`config.mk`:
```
export PLATFORM = sky130hd
export DESIGN_NAME = country_sensor_qualifier
export DESIGN_NICKNAME = d
export VERILOG_FILES = /design/src/rtl/tlc_pkg.sv /design/src/rtl/sensor_debounce.sv /design/src/rtl/country_sensor_qualifier.sv
export SDC_FILE = /design/constraint.sdc
export NUM_CORES = 1
export LEC_CHECK = 0
export ABC_CLOCK_PERIOD_IN_PS = 3100
export CAP_MARGIN = 0
export CORE_MARGIN = 2
export CORE_UTILIZATION = 40
export DETAILED_ROUTE_END_ITERATION = 6
export SETUP_SLACK_MARGIN = 0.1
export SYNTH_ARGS = -nofsm -noshare
export SYNTH_HDL_FRONTEND = slang
export SYNTH_SLANG_ARGS = --single-unit
```
`constraint.sdc`:
```
create_clock -name clk -period 3.1 [get_ports clk]
set_input_delay 0.62 -clock clk [delete_from_list [all_inputs] [get_ports clk]]
set_output_delay 0.62 -clock clk [all_outputs]
set_load 0.005 [all_outputs]
```
`src/rtl/tlc_pkg.sv`:
```
// Encodings shared by the traffic light controller and its country-road front end.
package tlc_pkg;

   // Light encoding used on the controller's light outputs.
   typedef enum logic [1:0] {
      RED    = 2'd0,
      YELLOW = 2'd1,
      GREEN  = 2'd2
   } light_t;

   // Detector debounce states.
   typedef enum logic [1:0] {
      ABSENT   = 2'd0,
      RISE_CHK = 2'd1,
      PRESENT  = 2'd2,
      FALL_CHK = 2'd3
   } deb_state_t;

endpackage

```
`src/rtl/sensor_debounce.sv`:
```
// Synchronizes the raw loop detector and debounces it, emitting one arrival
// pulse per accepted rising level.
module sensor_debounce
   import tlc_pkg::*;
#(
   parameter int DEBOUNCE_CYCLES = 4
) (
   input  logic clk,
   input  logic clear_n,
   input  logic raw_det_i,
   output logic arrival_o
);

   localparam int            DW    = $clog2(DEBOUNCE_CYCLES);
   localparam logic [DW-1:0] DLAST = DW'(DEBOUNCE_CYCLES - 1);

   logic          s1_q;
   logic          s2_q;
   deb_state_t    state_q, state_d;
   logic [DW-1:0] dcnt_q, dcnt_d;

   // Two-flop synchronizer for the detector, which is asynchronous to clk.
   always_ff @(posedge clk or negedge clear_n) begin
      if (!clear_n) begin
         s1_q <= 1'b0;
         s2_q <= 1'b0;
      end else begin
         s1_q <= raw_det_i;
         s2_q <= s1_q;
      end
   end

   // Debounce state and stable-sample counter registers.
   always_ff @(posedge clk or negedge clear_n) begin
      if (!clear_n) begin
         state_q <= ABSENT;
         dcnt_q  <= '0;
      end else begin
         state_q <= state_d;
         dcnt_q  <= dcnt_d;
      end
   end

   // A level change is accepted only after DEBOUNCE_CYCLES identical samples.
   always_comb begin
      state_d   = state_q;
      dcnt_d    = dcnt_q;
      arrival_o = 1'b0;
      case (state_q)
         ABSENT: begin
            if (s2_q) begin
               state_d = RISE_CHK;
               dcnt_d  = DW'(1);
            end
         end
         RISE_CHK: begin
            if (!s2_q) begin
               state_d = ABSENT;
            end else if (dcnt_q == DLAST) begin
               state_d   = PRESENT;
               arrival_o = 1'b1;
            end else begin
               dcnt_d = dcnt_q + DW'(1);
            end
         end
         PRESENT: begin
            if (!s2_q) begin
               state_d = FALL_CHK;
               dcnt_d  = DW'(1);
            end
         end
         FALL_CHK: begin
            if (s2_q) begin
               state_d = PRESENT;
            end else if (dcnt_q == DLAST) begin
               state_d = ABSENT;
            end else begin
               dcnt_d = dcnt_q + DW'(1);
            end
         end
         default: state_d = ABSENT;
      endcase
   end

endmodule

```
`src/rtl/country_sensor_qualifier.sv`:
```
// Country-road front end: counts debounced vehicle arrivals, estimates departures
// from green time, and tells the controller whether anyone is waiting.
module country_sensor_qualifier
   import tlc_pkg::*;
#(
   parameter int DEBOUNCE_CYCLES = 4,
   parameter int PASS_CYCLES     = 10,
   parameter int CNT_W           = 4
) (
   input  logic             clk,
   input  logic             clear_n,
   input  logic             raw_det,
   input  logic [1:0]       cntry,
   output logic             X,
   output logic [CNT_W-1:0] queue_cnt,
   output logic             overflow
);

   localparam int               PW    = $clog2(PASS_CYCLES);
   localparam logic [PW-1:0]    PLAST = PW'(PASS_CYCLES - 1);
   localparam logic [CNT_W-1:0] CMAX  = '1;

   logic             arrival;
   logic             departure;
   logic             green;
   logic [PW-1:0]    ptmr_q, ptmr_d;
   logic [CNT_W-1:0] cnt_q, cnt_d;
   logic             ovf_q, ovf_d;

   sensor_debounce #(
      .DEBOUNCE_CYCLES (DEBOUNCE_CYCLES)
   ) u_debounce (
      .clk       (clk),
      .clear_n   (clear_n),
      .raw_det_i (raw_det),
      .arrival_o (arrival)
   );

   // Any light code other than GREEN, including the illegal 3, counts as not green.
   assign green     = (cntry == GREEN);
   assign departure = green && (cnt_q != '0) && (ptmr_q == PLAST);

   // Pass timer: runs only while vehicles wait on green; partial counts are dropped.
   always_comb begin
      ptmr_d = ptmr_q + PW'(1);
      if (!green || (cnt_q == '0) || (ptmr_q == PLAST)) begin
         ptmr_d = '0;
      end
   end

   // Queue update: coincident arrival and departure cancel and never flag overflow.
   always_comb begin
      cnt_d = cnt_q;
      ovf_d = ovf_q;
      if (arrival && !departure) begin
         if (cnt_q == CMAX) begin
            ovf_d = 1'b1;
         end else begin
            cnt_d = cnt_q + CNT_W'(1);
         end
      end else if (departure && !arrival) begin
         cnt_d = cnt_q - CNT_W'(1);
      end
   end

   // Timer, queue and sticky overflow registers.
   always_ff @(posedge clk or negedge clear_n) begin
      if (!clear_n) begin
         ptmr_q <= '0;
         cnt_q  <= '0;
         ovf_q  <= 1'b0;
      end else begin
         ptmr_q <= ptmr_d;
         cnt_q  <= cnt_d;
         ovf_q  <= ovf_d;
      end
   end

   assign X         = (cnt_q != '0);
   assign queue_cnt = cnt_q;
   assign overflow  = ovf_q;

endmodule

```
==> results of run 1 <==
-- layout by cell type, fill, tap and decap left out, types with 2 or more instances in the layout --
master	instances
dfrtp_1	15
clkdlybuf4s50_1	10
nand2_1	7
nor2_1	6
ha_1	5
inv_1	3
xnor2_1	3
xor2_1	3
mux2_2	3
clkbuf_4	3
mux2_1	2
-- cells in the mapped netlist, types with 2 or more instances --
master / count / area share (%)
dfrtp_1: 15 / 49
ha_1: 5 / 8.2
inv_1: 3 / 1.5
mux2_1: 2 / 3.0
mux2_2: 3 / 4.4
nand2_1: 7 / 3.5
nor2_1: 6 / 3.0
xnor2_1: 3 / 3.5
xor2_1: 3 / 3.5
-- state kept, by name, summed over array words and instances (netlist names), named ones only --
name and flops:
overflow 1, u_debounce.s1_q 1, u_debounce.state_q 1, ptmr_q 4, queue_cnt 4, u_debounce.dcnt_q 2, u_debounce.s2_q 1
-- cell type report --
type | instances | area share, %
Sequential cell | 15 | 41.2
Timing Repair Buffer | 10 | 11.0
Clock buffer | 3 | 2.47
Multi-Input combinational cell | 46 | 40.1
Inverter | 3 | 1.24
Clock inverter | 1 | 0.549
Tap cell | 25 | 3.43
-- worst paths after layout --
check	slack (ns)	to	startpoint
max	0.56	queue_cnt[3]	cntry[0]
min	0.36	u_debounce.s2_q	u_debounce.s1_q
max reg2reg	0.69	queue_cnt[3]	queue_cnt[3]
min reg2reg	0.36	u_debounce.s2_q	u_debounce.s1_q
max in group asynchronous	1.94	u_debounce.dcnt_q[1]	clear_n
min in group asynchronous	0.73	u_debounce.s1_q	clear_n
-- worst max-delay path: stages --
cell and delay, ns:
clkdlybuf4s50_1 0.38, nand2b_1 0.18, or3_4 0.41, nand2_1 0.16
ha_1 0.29, and3_1 0.17, o211ai_1 0.18, a2bb2oi_1 0.22
xnor2_1 0.13
-- cells by family (layout without fill, tap and decap cells) --
logic type	Yosys count	count (layout)	synth area share [%]
compound gates	6	6	6.43
xor+xnor	6	6	6.92
fa+ha+maj	6	6	10.9
buf+inv	4	17	2.47
flops	15	15	49.4
mux	5	5	7.41
simple gates	23	23	16.5
-- power by group through the flow --
stage / logic [mW] / clock network [mW] / registers [mW]
2_1_floorplan: 0.167 / 0 / 0.315
3_3_place_gp: 0.263 / 0 / 0.325
3_5_place_dp: 0.268 / 0 / 0.326
4_1_cts: 0.269 / 0.119 / 0.322
5_1_grt: 0.308 / 0.128 / 0.334
6_report: 0.265 / 0.112 / 0.321
-- metal layers --
layer	vias to the layer above	part of all wire, %
li1	251	-
met1	221	48
met2	10	47
met3	2	3.3
met4	0	1.3
met5	-	0
==> run metrics, run 1 <==
multi-input logic area=365 µm²; Post-DP Area=883 µm²; Comb power frac=37.9%; root buf cell=clkbuf_4; crit end category=register; FF/Latch Area=375 µm²; Vias=484; Worst-Margin Slew=0.661 ns; mapped cell area=759 µm²; row cnt=15; Worst Setup Path Type=in -> reg; Yosys cell types=27; Synth Warn #=0; M1 GR Usage=17.8%; Port Buffers=10; met3 Usage GRT=4.53%; fmax=394 MHz; maximum fanout along the worst path=4; arrival time at the worst endpoint=2.75 ns; Area Overhead vs Synth=19.9%; first-pass GRT wire length=2130 µm; drt pass-1 iters=3; Nets=90; GRT Util Overall=13.9%; sequential area share after synthesis=49.4%; DIE WIDTH=47.6 µm; # IOs=11; Final Max Slew Viols=0; Synthesized Nets=76; Hold/Removal Path Class=reg -> reg; Initial Utilization=43.0%; hpwl dp=855 µm; Req. time, crit path=3.32 ns; CTS Sinks=15; remaining design rule violation count=0; routed length per placed instance=11.1 µm; final hold slack=0.358 ns; CTS max path bufs=2; initial antenna violation count=0; most common flop cell mapped by yosys=dfrtp_1; Hold Vio Cnt, Final=0; Die Footprint=2260 µm²; P per Cell Area=766 nW/µm²; share of layout cells above drive strength 1=12.8%; Die Height=47.6 µm; Design Area, Final=911 µm²; Antenna Cells=0; final core occ=51.6%; Total Power=0.698 mW; Switching Share=34.2%; Clk pwr share=16.1%; maximum capacitance violations=0; Worst-path clk slew=0.09 ns; Post-Layout Cell Count=103; worst r2r path cells=8; RSZ-0062 raised after global routing=false; core area=1760 µm²; Most Crowded Layer GR=met2; CTS Buf Count=3; Placer Congestion=0.777; LEAKAGE=0.398 nW; Post-synth EDFFs=0; total wire length=1140 µm; Final Skew=0.00315 ns; setup_tns=0 ns; Yosys reg bits=15; Reg power frac=46.0%; post-CTS setup buffers=0; Tcrit/Tclk final=81.8%; DR iter-0 viols=5; Worst setup SP type=input port; vias in the first global route=496; met2 GRT Util=21.4%; final setup fails=0; internal power=0.459 mW; Max-slew headroom=55.8%; # fillers=172; Final ANT Viol Nets=0; Worst VDD drop=307 µV; Min-Delay Path Depth=0; cts repair resizes=0; Post-synth ARST share=100%; grt total ovfl=0; Post-Place Setup Slack=0.273 ns; status=finished, final reports clean; Mapped Cells=65; final worst slack=0.564 ns; Psw=0.239 mW; largest net degree at the start of global routing=16; via/cell ratio=4.70; hold buffer count at CTS=0; worst-skew pair later-pin latency=0.28 ns; H-tree levels=1; mean post-synth cell area=11.7 µm²; Tmin final=2.54 ns; placed cells=99; CTS tree=built
No activity file was read; power rests on OpenSTA's default activity.
==> run 2: changes to the inputs <==
Settings changed: ABC_CLOCK_PERIOD_IN_PS 3100 to 2550.
Clock period 3.1 ns to 2.55 ns, I/O delays scaled along.
==> run 2 against run 1 <==
  * Hold slack improved by 0.0021 ns
  * Via count grew 8.3%
  * Sequential share of layout area fell by 1.9 points
  * Non-clock buffer count up 6
  * Critical path type unchanged
  * Largest cell class unchanged
  * Combinational power up 32%
  * Flip-flop and latch count stayed put
  * Clock skew decreased by 0.0017 ns
  * Utilization increased by 2.6 points
  * Clock power increased by 23%
  * Die area did not move
  * Critical path depth unchanged
==> run metrics, run 2 (same netlist as run 1, synthesis figures left out) <==
status=finished, final reports clean; Die Height=47.6 µm (unchanged); initial antenna violation count=0 (unchanged); total wire length=1210 µm (+5.6%); Switching Share=33.8% (-0.37 points); Clk pwr share=15.6% (-0.5 points); Final ANT Viol Nets=0 (unchanged); met2 GRT Util=18.9% (-2.4 points); DR iter-0 viols=5 (unchanged); via/cell ratio=4.81 (+2.3%); Worst-Margin Slew=0.679 ns (+0.0188 ns); M1 GR Usage=16.3% (-1.5 points); Post-Layout Cell Count=109 (+5.8%); CTS max path bufs=2 (unchanged); H-tree levels=1 (unchanged); hpwl dp=924 µm (+8.1%); Reg power frac=44.5% (-1.5 points); cts repair resizes=0 (unchanged); Placer Congestion=0.791 (+1.7%); crit end category=register; maximum fanout along the worst path=4 (unchanged); maximum capacitance violations=0 (unchanged); root buf cell=clkbuf_4; Tcrit/Tclk final=92.5%; Worst VDD drop=460 µV (+50%); final setup fails=0 (unchanged); routed length per placed instance=11.1 µm (-0.21%); drt pass-1 iters=4 (+1); DIE WIDTH=47.6 µm (unchanged); Area Overhead vs Synth=25.9%; CTS tree=built; core area=1760 µm² (unchanged); commonest cells after routing, fill and taps aside=dfrtp_1 (15), clkdlybuf4s50_1 (10), nand2_1 (7); Final Max Slew Viols=0 (unchanged); CTS Sinks=15 (unchanged); vias in the first global route=462 (-6.9%); Psw=0.297 mW (+25%); Worst setup SP type=input port; Worst path slowest cell=clkdlybuf4s50_1; Antenna Cells=0 (unchanged); final hold slack=0.360 ns (+0.00214 ns); hold buffer count at CTS=0 (unchanged); grt total ovfl=0 (unchanged); CTS Buf Count=3 (unchanged); Die Footprint=2260 µm² (unchanged); RSZ-0062 raised after global routing=false; Hold Vio Cnt, Final=0 (unchanged); Most Crowded Layer GR=met2; Post-Place Setup Slack=-0.101 ns (-0.375 ns); most common cell after layout, fill and taps aside=dfrtp_1; placed cells=105 (+6.1%); row cnt=15 (unchanged); share of layout cells above drive strength 1=19.0% (+6.2 points); Nets=96 (+6.7%); Final Skew=0.00150 ns (-0.00165 ns); first-pass GRT wire length=1950 µm (-8.4%); Initial Utilization=43.0% (unchanged); Vias=524 (+8.3%); Comb power frac=39.9% (+2.0 points); Req. time, crit path=2.76 ns (-0.56 ns); Tmin final=2.36 ns; arrival time at the worst endpoint=2.57 ns (-0.18 ns); CP peak stage delay=0.39 ns (-0.02 ns); LEAKAGE=0.425 nW (+6.7%); Max-slew headroom=54.6% (-1.3 points); largest net degree at the start of global routing=16 (unchanged); P per Cell Area=920 nW/µm² (+20%); met3 Usage GRT=4.91% (+0.38 points); fmax=424 MHz; # IOs=11 (unchanged); Worst-path clk slew=0.09 ns (about the same); Worst Setup Path Type=in -> reg; Design Area, Final=956 µm² (+4.9%); internal power=0.582 mW (+27%); final worst slack=0.191 ns (-0.373 ns); GRT Util Overall=13.5% (-0.35 points); remaining design rule violation count=0 (unchanged); Total Power=0.879 mW (+26%); Post-DP Area=928 µm² (+5.1%); worst-skew pair later-pin latency=0.28 ns (about the same); critical path, cell by cell=clkdlybuf4s50_1, nand2b_1, or3_4, nand2_1, ha_1, and3_1, o211ai_1, a2bb2oi_1, xnor2_1; post-CTS setup buffers=0 (unchanged); Port Buffers=10 (unchanged); Hold/Removal Path Class=reg -> reg
run 2: path summary, 6_finish.rpt:
path / cells past startpoint / end / start / slack [ns]
worst min register to register: 0 / u_debounce.s2_q / u_debounce.s1_q / 0.36
worst max register to register: 10 / queue_cnt[3] / ptmr_q[1] / 0.25
worst max-delay path: 9 / queue_cnt[3] / cntry[0] / 0.19
worst min-delay path: 0 / u_debounce.s2_q / u_debounce.s1_q / 0.36
max in group asynchronous: 1 / queue_cnt[2] / clear_n / 1.49
min in group asynchronous: 1 / u_debounce.dcnt_q[1] / clear_n / 0.63
run 2: power by group through the flow:
stage	sequential [mW]	clock, mW	combinational, mW
floorplan	0.383	0	0.203
global placement	0.392	0	0.347
detailed placement	0.396	0	0.356
CTS	0.391	0.149	0.357
global route	0.404	0.161	0.401
finish	0.391	0.138	0.351
run 2: cell type report:
cell class                 count  area (µm²)
multi-input combinational     46         365
fill                         173         808
sequential                    15         375
clock inverter                 1        5.00
clock buffer                   3        22.5
timing repair buffer          16         145
inverter                       3        11.3
tap                           25        31.3
run 2: metal layers:
metal	vias up	part of all wire [%]
li1	261	-
met1	249	45
met2	12	50
met3	2	3.8
met4	0	1.2
met5	-	0
run 2: through the flow:
step / util [%] / setup TNS [ns]
after floorplan: - / 0
final: 54.2 / 0
after detailed placement: 52.6 / -0.101
after global routing: 54.2 / 0
after global placement: 52.6 / -0.0445
after CTS: 54.2 / 0
run 2: worst max-delay path, delay by kind of cell:
family          cells  cell delay [ns]
xor+xnor            1             0.14
simple gates        4             0.83
buf+inv             1             0.39
fa+ha+maj           1             0.27
compound gates      2             0.42
